`src/rtl/wave_scaler.sv`:
```
`default_nettype none
// ============================================================================
//  Module   : wave_scaler
//  Purpose  : DDS output stage. Selects sine/ramp/square/DC, applies signed
//             gain and offset with saturation, and drives the DAC bus.
//             Optional sticky clip flag: WAVE_SCALER_CLIP_FLAG_EN.
//  Revision : 1.0 - initial release
// ============================================================================
module wave_scaler #(
    parameter int DAT_W  = 14,
    parameter int GAIN_W = 16
) (
    input  logic              clk,
    input  logic              rst_n,
    input  logic              en,
    input  logic [DAT_W-1:0]  sine_din,
    input  logic [DAT_W-1:0]  ramp_din,
    input  logic              phase_msb,
    input  logic              cfg_wr,
    input  logic              cfg_imm,
    input  logic [1:0]        cfg_wave_sel,
    input  logic [GAIN_W-1:0] cfg_gain,
    input  logic [DAT_W-1:0]  cfg_offset,
    output logic              cfg_pending,
    output logic [DAT_W-1:0]  dac_dout,
    output logic              dout_valid
`ifdef WAVE_SCALER_CLIP_FLAG_EN
    ,
    input  logic              clip_clr,
    output logic              clip_sticky
`endif
);

    localparam int                c_PW    = DAT_W + GAIN_W + 1;
    localparam logic [DAT_W-1:0]  c_MID   = {1'b1, {(DAT_W-1){1'b0}}};
    localparam logic [GAIN_W-1:0] c_UNITY = {1'b1, {(GAIN_W-1){1'b0}}};
    localparam logic signed [c_PW-1:0] c_SAT_MAX = {{(c_PW-DAT_W+1){1'b0}}, {(DAT_W-1){1'b1}}};
    localparam logic signed [c_PW-1:0] c_SAT_MIN = {{(c_PW-DAT_W+1){1'b1}}, {(DAT_W-1){1'b0}}};

    // ---------------- configuration shadowing ----------------
    logic [1:0]        r_act_sel,  r_pend_sel;
    logic [GAIN_W-1:0] r_act_gain, r_pend_gain;
    logic [DAT_W-1:0]  r_act_off,  r_pend_off;
    logic              r_pending;
    logic              r_imm_due;
    logic              r_prev_msb;
    logic              w_wrap;
    logic              w_apply;

    assign w_wrap  = en & r_prev_msb & ~phase_msb;
    // An immediate request always wins; otherwise apply only on a wrap.
    assign w_apply = r_imm_due | (w_wrap & r_pending);

    always_ff @(posedge clk or negedge rst_n) begin
        if (!rst_n) begin
            r_act_sel   <= 2'd0;
            r_act_gain  <= c_UNITY;
            r_act_off   <= '0;
            r_pend_sel  <= 2'd0;
            r_pend_gain <= c_UNITY;
            r_pend_off  <= '0;
            r_pending   <= 1'b0;
            r_imm_due   <= 1'b0;
            r_prev_msb  <= 1'b0;
        end else begin
            if (w_apply) begin
                r_act_sel  <= r_pend_sel;
                r_act_gain <= r_pend_gain;
                r_act_off  <= r_pend_off;
            end
            if (cfg_wr) begin
                r_pend_sel  <= cfg_wave_sel;
                r_pend_gain <= cfg_gain;
                r_pend_off  <= cfg_offset;
                r_pending   <= 1'b1;
                r_imm_due   <= cfg_imm;
            end else if (w_apply) begin
                r_pending <= 1'b0;
                r_imm_due <= 1'b0;
            end
            if (en) begin
                r_prev_msb <= phase_msb;
            end
        end
    end

    assign cfg_pending = r_pending;

    // ---------------- S1: select and convert to signed ----------------
    logic [DAT_W-1:0] w_raw;
    logic [DAT_W-1:0] w_s1_samp;

    always_comb begin
        w_raw = sine_din;
        case (r_act_sel)
            2'd0:    w_raw = sine_din;
            2'd1:    w_raw = ramp_din;
            2'd2:    w_raw = phase_msb ? {DAT_W{1'b1}} : {DAT_W{1'b0}};
            default: w_raw = c_MID;
        endcase
    end

    assign w_s1_samp = {~w_raw[DAT_W-1], w_raw[DAT_W-2:0]};

    logic [DAT_W-1:0]  r_s1_samp;
    logic [GAIN_W-1:0] r_s1_gain;
    logic [DAT_W-1:0]  r_s1_off;

    // ---------------- S2: multiply and rescale ----------------
    logic [c_PW-1:0]        w_samp_ext;
    logic [c_PW-1:0]        w_gain_ext;
    logic signed [c_PW-1:0] w_prod;
    logic signed [c_PW-1:0] w_scaled;

    assign w_samp_ext = {{(c_PW-DAT_W){r_s1_samp[DAT_W-1]}}, r_s1_samp};
    assign w_gain_ext = {{(c_PW-GAIN_W){1'b0}}, r_s1_gain};
    assign w_prod     = $signed(w_samp_ext) * $signed(w_gain_ext);
    assign w_scaled   = w_prod >>> (GAIN_W - 1);

    logic signed [c_PW-1:0] r_s2_scaled;
    logic [DAT_W-1:0]       r_s2_off;

    // ---------------- S3: offset and saturate ----------------
    logic signed [c_PW-1:0] w_off_ext;
    logic signed [c_PW-1:0] w_sum;
    logic                   w_hi;
    logic                   w_lo;
    logic [DAT_W-1:0]       w_sat;

    assign w_off_ext = $signed({{(c_PW-DAT_W){r_s2_off[DAT_W-1]}}, r_s2_off});
    assign w_sum     = r_s2_scaled + w_off_ext;
    assign w_hi      = (w_sum > c_SAT_MAX);
    assign w_lo      = (w_sum < c_SAT_MIN);

    always_comb begin
        w_sat = w_sum[DAT_W-1:0];
        if (w_hi) begin
            w_sat = {1'b0, {(DAT_W-1){1'b1}}};
        end else if (w_lo) begin
            w_sat = {1'b1, {(DAT_W-1){1'b0}}};
        end
    end

    logic [DAT_W-1:0] r_dac;
    logic [1:0]       r_fill;

    // Stage registers reset to a midscale sample at unity gain so the
    // bus reads midscale while the pipeline fills.
    always_ff @(posedge clk or negedge rst_n) begin
        if (!rst_n) begin
            r_s1_samp   <= '0;
            r_s1_gain   <= c_UNITY;
            r_s1_off    <= '0;
            r_s2_scaled <= '0;
            r_s2_off    <= '0;
            r_dac       <= c_MID;
            r_fill      <= 2'd0;
        end else if (en) begin
            r_s1_samp   <= w_s1_samp;
            r_s1_gain   <= r_act_gain;
            r_s1_off    <= r_act_off;
            r_s2_scaled <= w_scaled;
            r_s2_off    <= r_s1_off;
            r_dac       <= {~w_sat[DAT_W-1], w_sat[DAT_W-2:0]};
            if (r_fill != 2'd3) begin
                r_fill <= r_fill + 2'd1;
            end
        end
    end

    assign dac_dout   = r_dac;
    assign dout_valid = (r_fill == 2'd3);

`ifdef WAVE_SCALER_CLIP_FLAG_EN
    logic r_clip;

    always_ff @(posedge clk or negedge rst_n) begin
        if (!rst_n) begin
            r_clip <= 1'b0;
        end else if (en && (w_hi || w_lo)) begin
            r_clip <= 1'b1;
        end else if (clip_clr) begin
            r_clip <= 1'b0;
        end
    end

    assign clip_sticky = r_clip;
`else
    // Clip detection is not built; the clamp alone shapes the output.
`endif

endmodule
`default_nettype wire

```
`config.mk`:
```
export PLATFORM = sky130hd
export DESIGN_NAME = wave_scaler
export DESIGN_NICKNAME = d
export VERILOG_FILES = /design/src/rtl/wave_scaler.sv
export SDC_FILE = /design/constraint.sdc
export NUM_CORES = 1
export LEC_CHECK = 0
export BUFFER_PORTS_ARGS = -buffer_cell sky130_fd_sc_hd__clkbuf_2
export CORE_UTILIZATION = 50
export DETAILED_ROUTE_END_ITERATION = 10
export PLACE_DENSITY = 0.65
export SYNTH_ARGS = -nofsm -noshare
export SYNTH_HDL_FRONTEND = slang
export SYNTH_SLANG_ARGS = --single-unit
export TNS_END_PERCENT = 100
```
`constraint.sdc`:
```
create_clock -name clk -period 7.3 [get_ports clk]
set_input_delay 0.365 -clock clk [delete_from_list [all_inputs] [get_ports clk]]
set_output_delay 0.365 -clock clk [all_outputs]
set_load 0.005 [all_outputs]
```
**Word-level counts from Yosys, hierarchy flattened**

Cells that the tools add are included.

- Word-level logic and storage cells: 42
- Bits of input ports: 66
- Output and inout bits: 16
- Register bits after elaboration: 157

- Reduce and logical (&&, ||, !) cells: 3
- $lt $le $gt $ge: 2
- Muxes and demuxes: 7
- Bitwise logic cells: 7
- Add/subtract/negate cells: 2
- $mul: 1
- Equal/unequal tests: 4

Operators by type and width:

| kind | number |
|---|---|
| two-way mux 14 bit | 3 |
| case mux 14 bit (3 select lines) | 1 |
| multiplier 14 x 17 -> 31 bit | 1 |
| adder 16 x 14 -> 17 bit | 1 |
| > comparator 17 x 14 -> 1 bit, second input constant | 1 |
| < comparator 17 x 14 -> 1 bit, second input constant | 1 |
| equality test 2 bit, second input constant | 2 |
| AND 1 bit | 3 |
| two-way mux 1 bit | 3 |
| NOT 1 bit | 3 |
| adder 2 x 1 -> 2 bit, second input constant | 1 |
| equality test 2 x 1 -> 1 bit, second input constant | 1 |
| logical NOT 2 bit | 1 |
| inequality test 2 bit, second input constant | 1 |
| AND reduction 2 bit | 1 |
| nonzero test 2 bit | 1 |
| bitwise OR 1 bit | 1 |

**Longest topological paths before layout**

- Word-level depth: 6
- Mapped depth: 23
- Gate-level depth less buffers: 22

**Worst setup path before layout**

Ideal clock, no wire load.

- Path type: flip-flop to flip-flop
- Start: register r_s1_samp[5]
- End: register r_s2_scaled[9]
- Buffers on the path: 2
- Cell stages (with the launch flop): 22
- Path slack: 1349 ps
- Required time: 7175 ps
- Arrival: 5826 ps
- Clock period less this slack: 5951 ps
- Path through: dfrtp_1 clkbuf_1 clkbuf_1 nand2_1 fa_1 fa_1 inv_1 fa_1 fa_1 fa_1 inv_1 fa_1 inv_1 ha_1 a21oi_1 nand2_1 a221oi_1 o21ai_0 a41o_1 a41oi_1 xnor2_1 mux2_2

- Longest elaborated chain between the ends: 1

Ends and longest elaborated chain:

| element | line | source |
|---|---|---|
| start: declaration | 105 | `logic [DAT_W-1:0] r_s1_samp;` |
| start signal: assignment | 159 | `r_s1_samp <= w_s1_samp;` |
| multiplier 14 x 17 -> 31 bit | 117 | `assign w_prod = $signed(w_samp_ext) * $signed(w_gain_ext);` |
| end signal: assignment | 162 | `r_s2_scaled <= w_scaled;` |
| end: declaration | 120 | `logic signed [c_PW-1:0] r_s2_scaled;` |

No other way between the ends.
A chain may end at the register's enable or synchronous reset.

**Worst setup path after layout**

Same ends and word-level chain as after synthesis.

==> flow_metrics.py <==
metrics = {
    "critical_path": {
        "end_kind": "register",
        "r2r-end": "r_s2_scaled[9]",
        "cp-start-kind": "register",
        "rrSetupSlack_ps": 970,
        "critPathMaxFanout": 17,
        "ff2ff_path_depth": 20,
        "cp-startpoint": "r_s1_samp[5]",
        "critPathKind": "reg -> reg",
        "arrival_ps": 6640,
        "regToRegStartpoint": "r_s1_samp[5]",
        "required_ps": 7610,
    },
    "clock_network": {
        "cts_buffer_depth": 2,
        "cts_buffers": 17,
        "cts.clk_slew.worst_paths_ps": 70,
        "worstSkewPairLatency_ps": 430,
        "root_buffer": "clkbuf_16",
        "cts_tree": "done",
        "postCtsSetupBuffers": 0,
        "cts.sinks": 157,
        "cts_max_level": 4,
    },
    "min_path": {
        "hold_depth": 2,
        "hold_path_class": "in -> reg",
        "hold_end": "r_imm_due",
        "min_from": "cfg_imm",
    },
    "logic_synthesis": {
        "yosysUniqueCellTypes": 59,
        "synth_top_area_frac": 0.2721,
        "synth_ff_type": "dfrtp_1",
        "synth_edf_count": 0,
        "ys_async_sr_fraction": 1.000,
        "synth.top_cells.by_count": "inv_1 (205), fa_1 (166), dfrtp_1 (153), ha_1 (126), mux2_2 (120)",
        "postSynthCellCount": 1316,
        "ys_seq_area_frac": 0.2796,
        "syn_nets": 1674,
        "syn-cell-area_um2": 14070,
        "ys_seq_elements": 157,
        "avgSynthCellArea_um2": 10.69,
        "synth.largest_area_cell": "dfrtp_1",
        "yosysMostFrequentCell": "inv_1",
        "ys_top_cells_by_area": "dfrtp_1 (27%), fa_1 (24%), ha_1 (11%)",
        "yosys_warnings": 0,
    },
    "floorplan": {
        "rows": 61,
        "die_w_um": 169.7,
        "start_util": 0.5078,
        "dieArea_um2": 28810,
        "die_h_um": 169.7,
        "core_area_um2": 27710,
        "io_pins": 82,
    },
    "cells_and_area": {
        "nNetsFinal": 1725,
        "antenna_cells": 0,
        "instances_no_fill": 1758,
        "layout-drive-gt1-share": 0.1899,
        "nFillCells": 2437,
        "area_growth_pct": 9.499,
        "fin_util": 0.5560,
    },
    "status": {
        "outcome": "complete, no violations",
    },
    "placement": {
        "dp_hpwl_um": 22310,
        "portBuffers": 81,
        "routabilityCongestion": 0.8373,
        "dp.cells": 1725,
    },
    "sta": {
        "hold_viol": 0,
        "slew_violations": 0,
        "setup_violations": 0,
        "period_minus_slack_ps": 6326,
        "worst_pin_slew_ps": 926.3,
        "max_freq_mhz": 158.1,
        "fin_skew_ps": 10.76,
        "slew_headroom": 0.3825,
        "fin_crit_sh": 0.8666,
        "finalSetupTns_ps": 0,
        "grt_setup_unrepaired": "false",
    },
    "global_route": {
        "grt_max_degree": 83,
        "grt_pass1_vias": 9558,
        "grt_overflow": 0,
        "antenna_found_initial": 0,
        "grt_use_total": 0.2185,
        "grt_pass1_wl_um": 49010,
    },
    "job": {
        "maxCapViolCount": 0,
    },
    "routing": {
        "post-route-drc-count": 0,
        "wirelength_um": 29030,
        "drt_first_pass_iters": 5,
        "vias": 9236,
        "viasPerCell": 5.254,
        "drt_iter0_markers": 302,
        "ant_nets": 0,
        "wl_per_cell_um": 16.52,
    },
}
[area by class of cell]
class,instances,area (um2),area share
multi-input cells,895,9153,0.5941
flip-flops and latches,157,3934,0.2554
inverters,206,773.2,0.05019
repair buffers,90,484.2,0.03143
well taps,378,473.0,0.03070
clock buffers,19,442.9,0.02875
clock inverters,13,145.1,0.009422
[metal layers]
| metal | routed length [um] | vias to the layer above | global-route usage |
|---|---|---|---|
| li1 | - | 4349 | - |
| met1 | 12930 | 4698 | 0.2888 |
| met2 | 14840 | 160 | 0.3779 |
| met3 | 859 | 29 | 0.02635 |
| met4 | 405 | 0 | 0.06110 |
| met5 | 0 | - | 0 |
[registers in the layout (all words and copies together), names as in the netlist, 14 cells and up]
name         flops
dac_dout        14
r_act_gain      16
r_act_off       14
r_pend_gain     16
r_pend_off      14
r_s1_gain       16
r_s1_off        14
r_s1_samp       14
r_s2_off        14
r_s2_scaled     16
[worst max-delay path by stage]
stage | end | slack, ps | cells after the start
after floorplan | r_s2_scaled[9] | 1350 | 21
after global placement | r_s2_scaled[14] | 970 | 20
after detailed placement | r_s2_scaled[13] | 910 | 20
after CTS | r_s2_scaled[13] | 880 | 20
after global routing | r_s2_scaled[13] | 480 | 20
final | r_s2_scaled[9] | 970 | 20
[cells in the final DEF, fill, tap and decap left out, drive strengths merged, types with 7 or more instances in the layout]
cell type    n
xnor2       14
nor3         7
a21o        15
a21oi       58
mux2       120
and2       119
buf         10
nor2b       12
inv        213
nand2b      23
xor2        12
nand2      101
nor2        27
o21ai       15
dfrtp      153
clkbuf      98
ha         126
fa         166
o221a       13
[cell families (layout without fill, tap and decap cells)]
logic type	after synthesis	count (layout)	share of synthesized area
and+or+nand+nor	311	311	0.1153
muxes	121	121	0.09676
DFF	157	157	0.2796
xor gates and xnor gates	26	26	0.01619
adders and majority gates	292	292	0.3483
AOI/OAI and AO/OA	145	145	0.07266
buffers and inverters	264	328	0.07115
[worst max-delay path: stages, from the launching register on]
cell and delay [ps]:
dfrtp_1 760, nand2_1 170, fa_1 550, fa_1 520, inv_1 60, fa_1 550, fa_1 420, fa_1 490
inv_1 50, fa_1 470, inv_1 40, ha_1 350, a21oi_1 160, nand2_1 100, a221oi_1 280, o21ai_0 120
buf_4 180, a41o_1 300, a41oi_1 270, xnor2_1 90, mux2_2 260
[metrics by stage]
| step | hold slack [ps] | worst slack (ps) | cell area [um2] |
|---|---|---|---|
| final | 151.5 | 973.7 | 15400 |
| after global routing | 135.3 | 475.8 | 15400 |
| after CTS | 135.0 | 879.7 | 15400 |
| after detailed placement | 458.1 | 906.3 | 14810 |
| after global placement | 454.6 | 969.5 | 14810 |
| after floorplan | 69.41 | 1349 | 14070 |
[repair_timing]
item / 4_1_cts / 5_1_grt
hold endpoints to repair: 8 / 0
gates resized for setup: 0 / 0
endpoints found under the setup margin: 0 / 0
hold buffers: 1 / 0
Power is left out: the tool's default activity adds up to more than one toggle a clock period on the data nets, which glitch-free logic cannot reach.
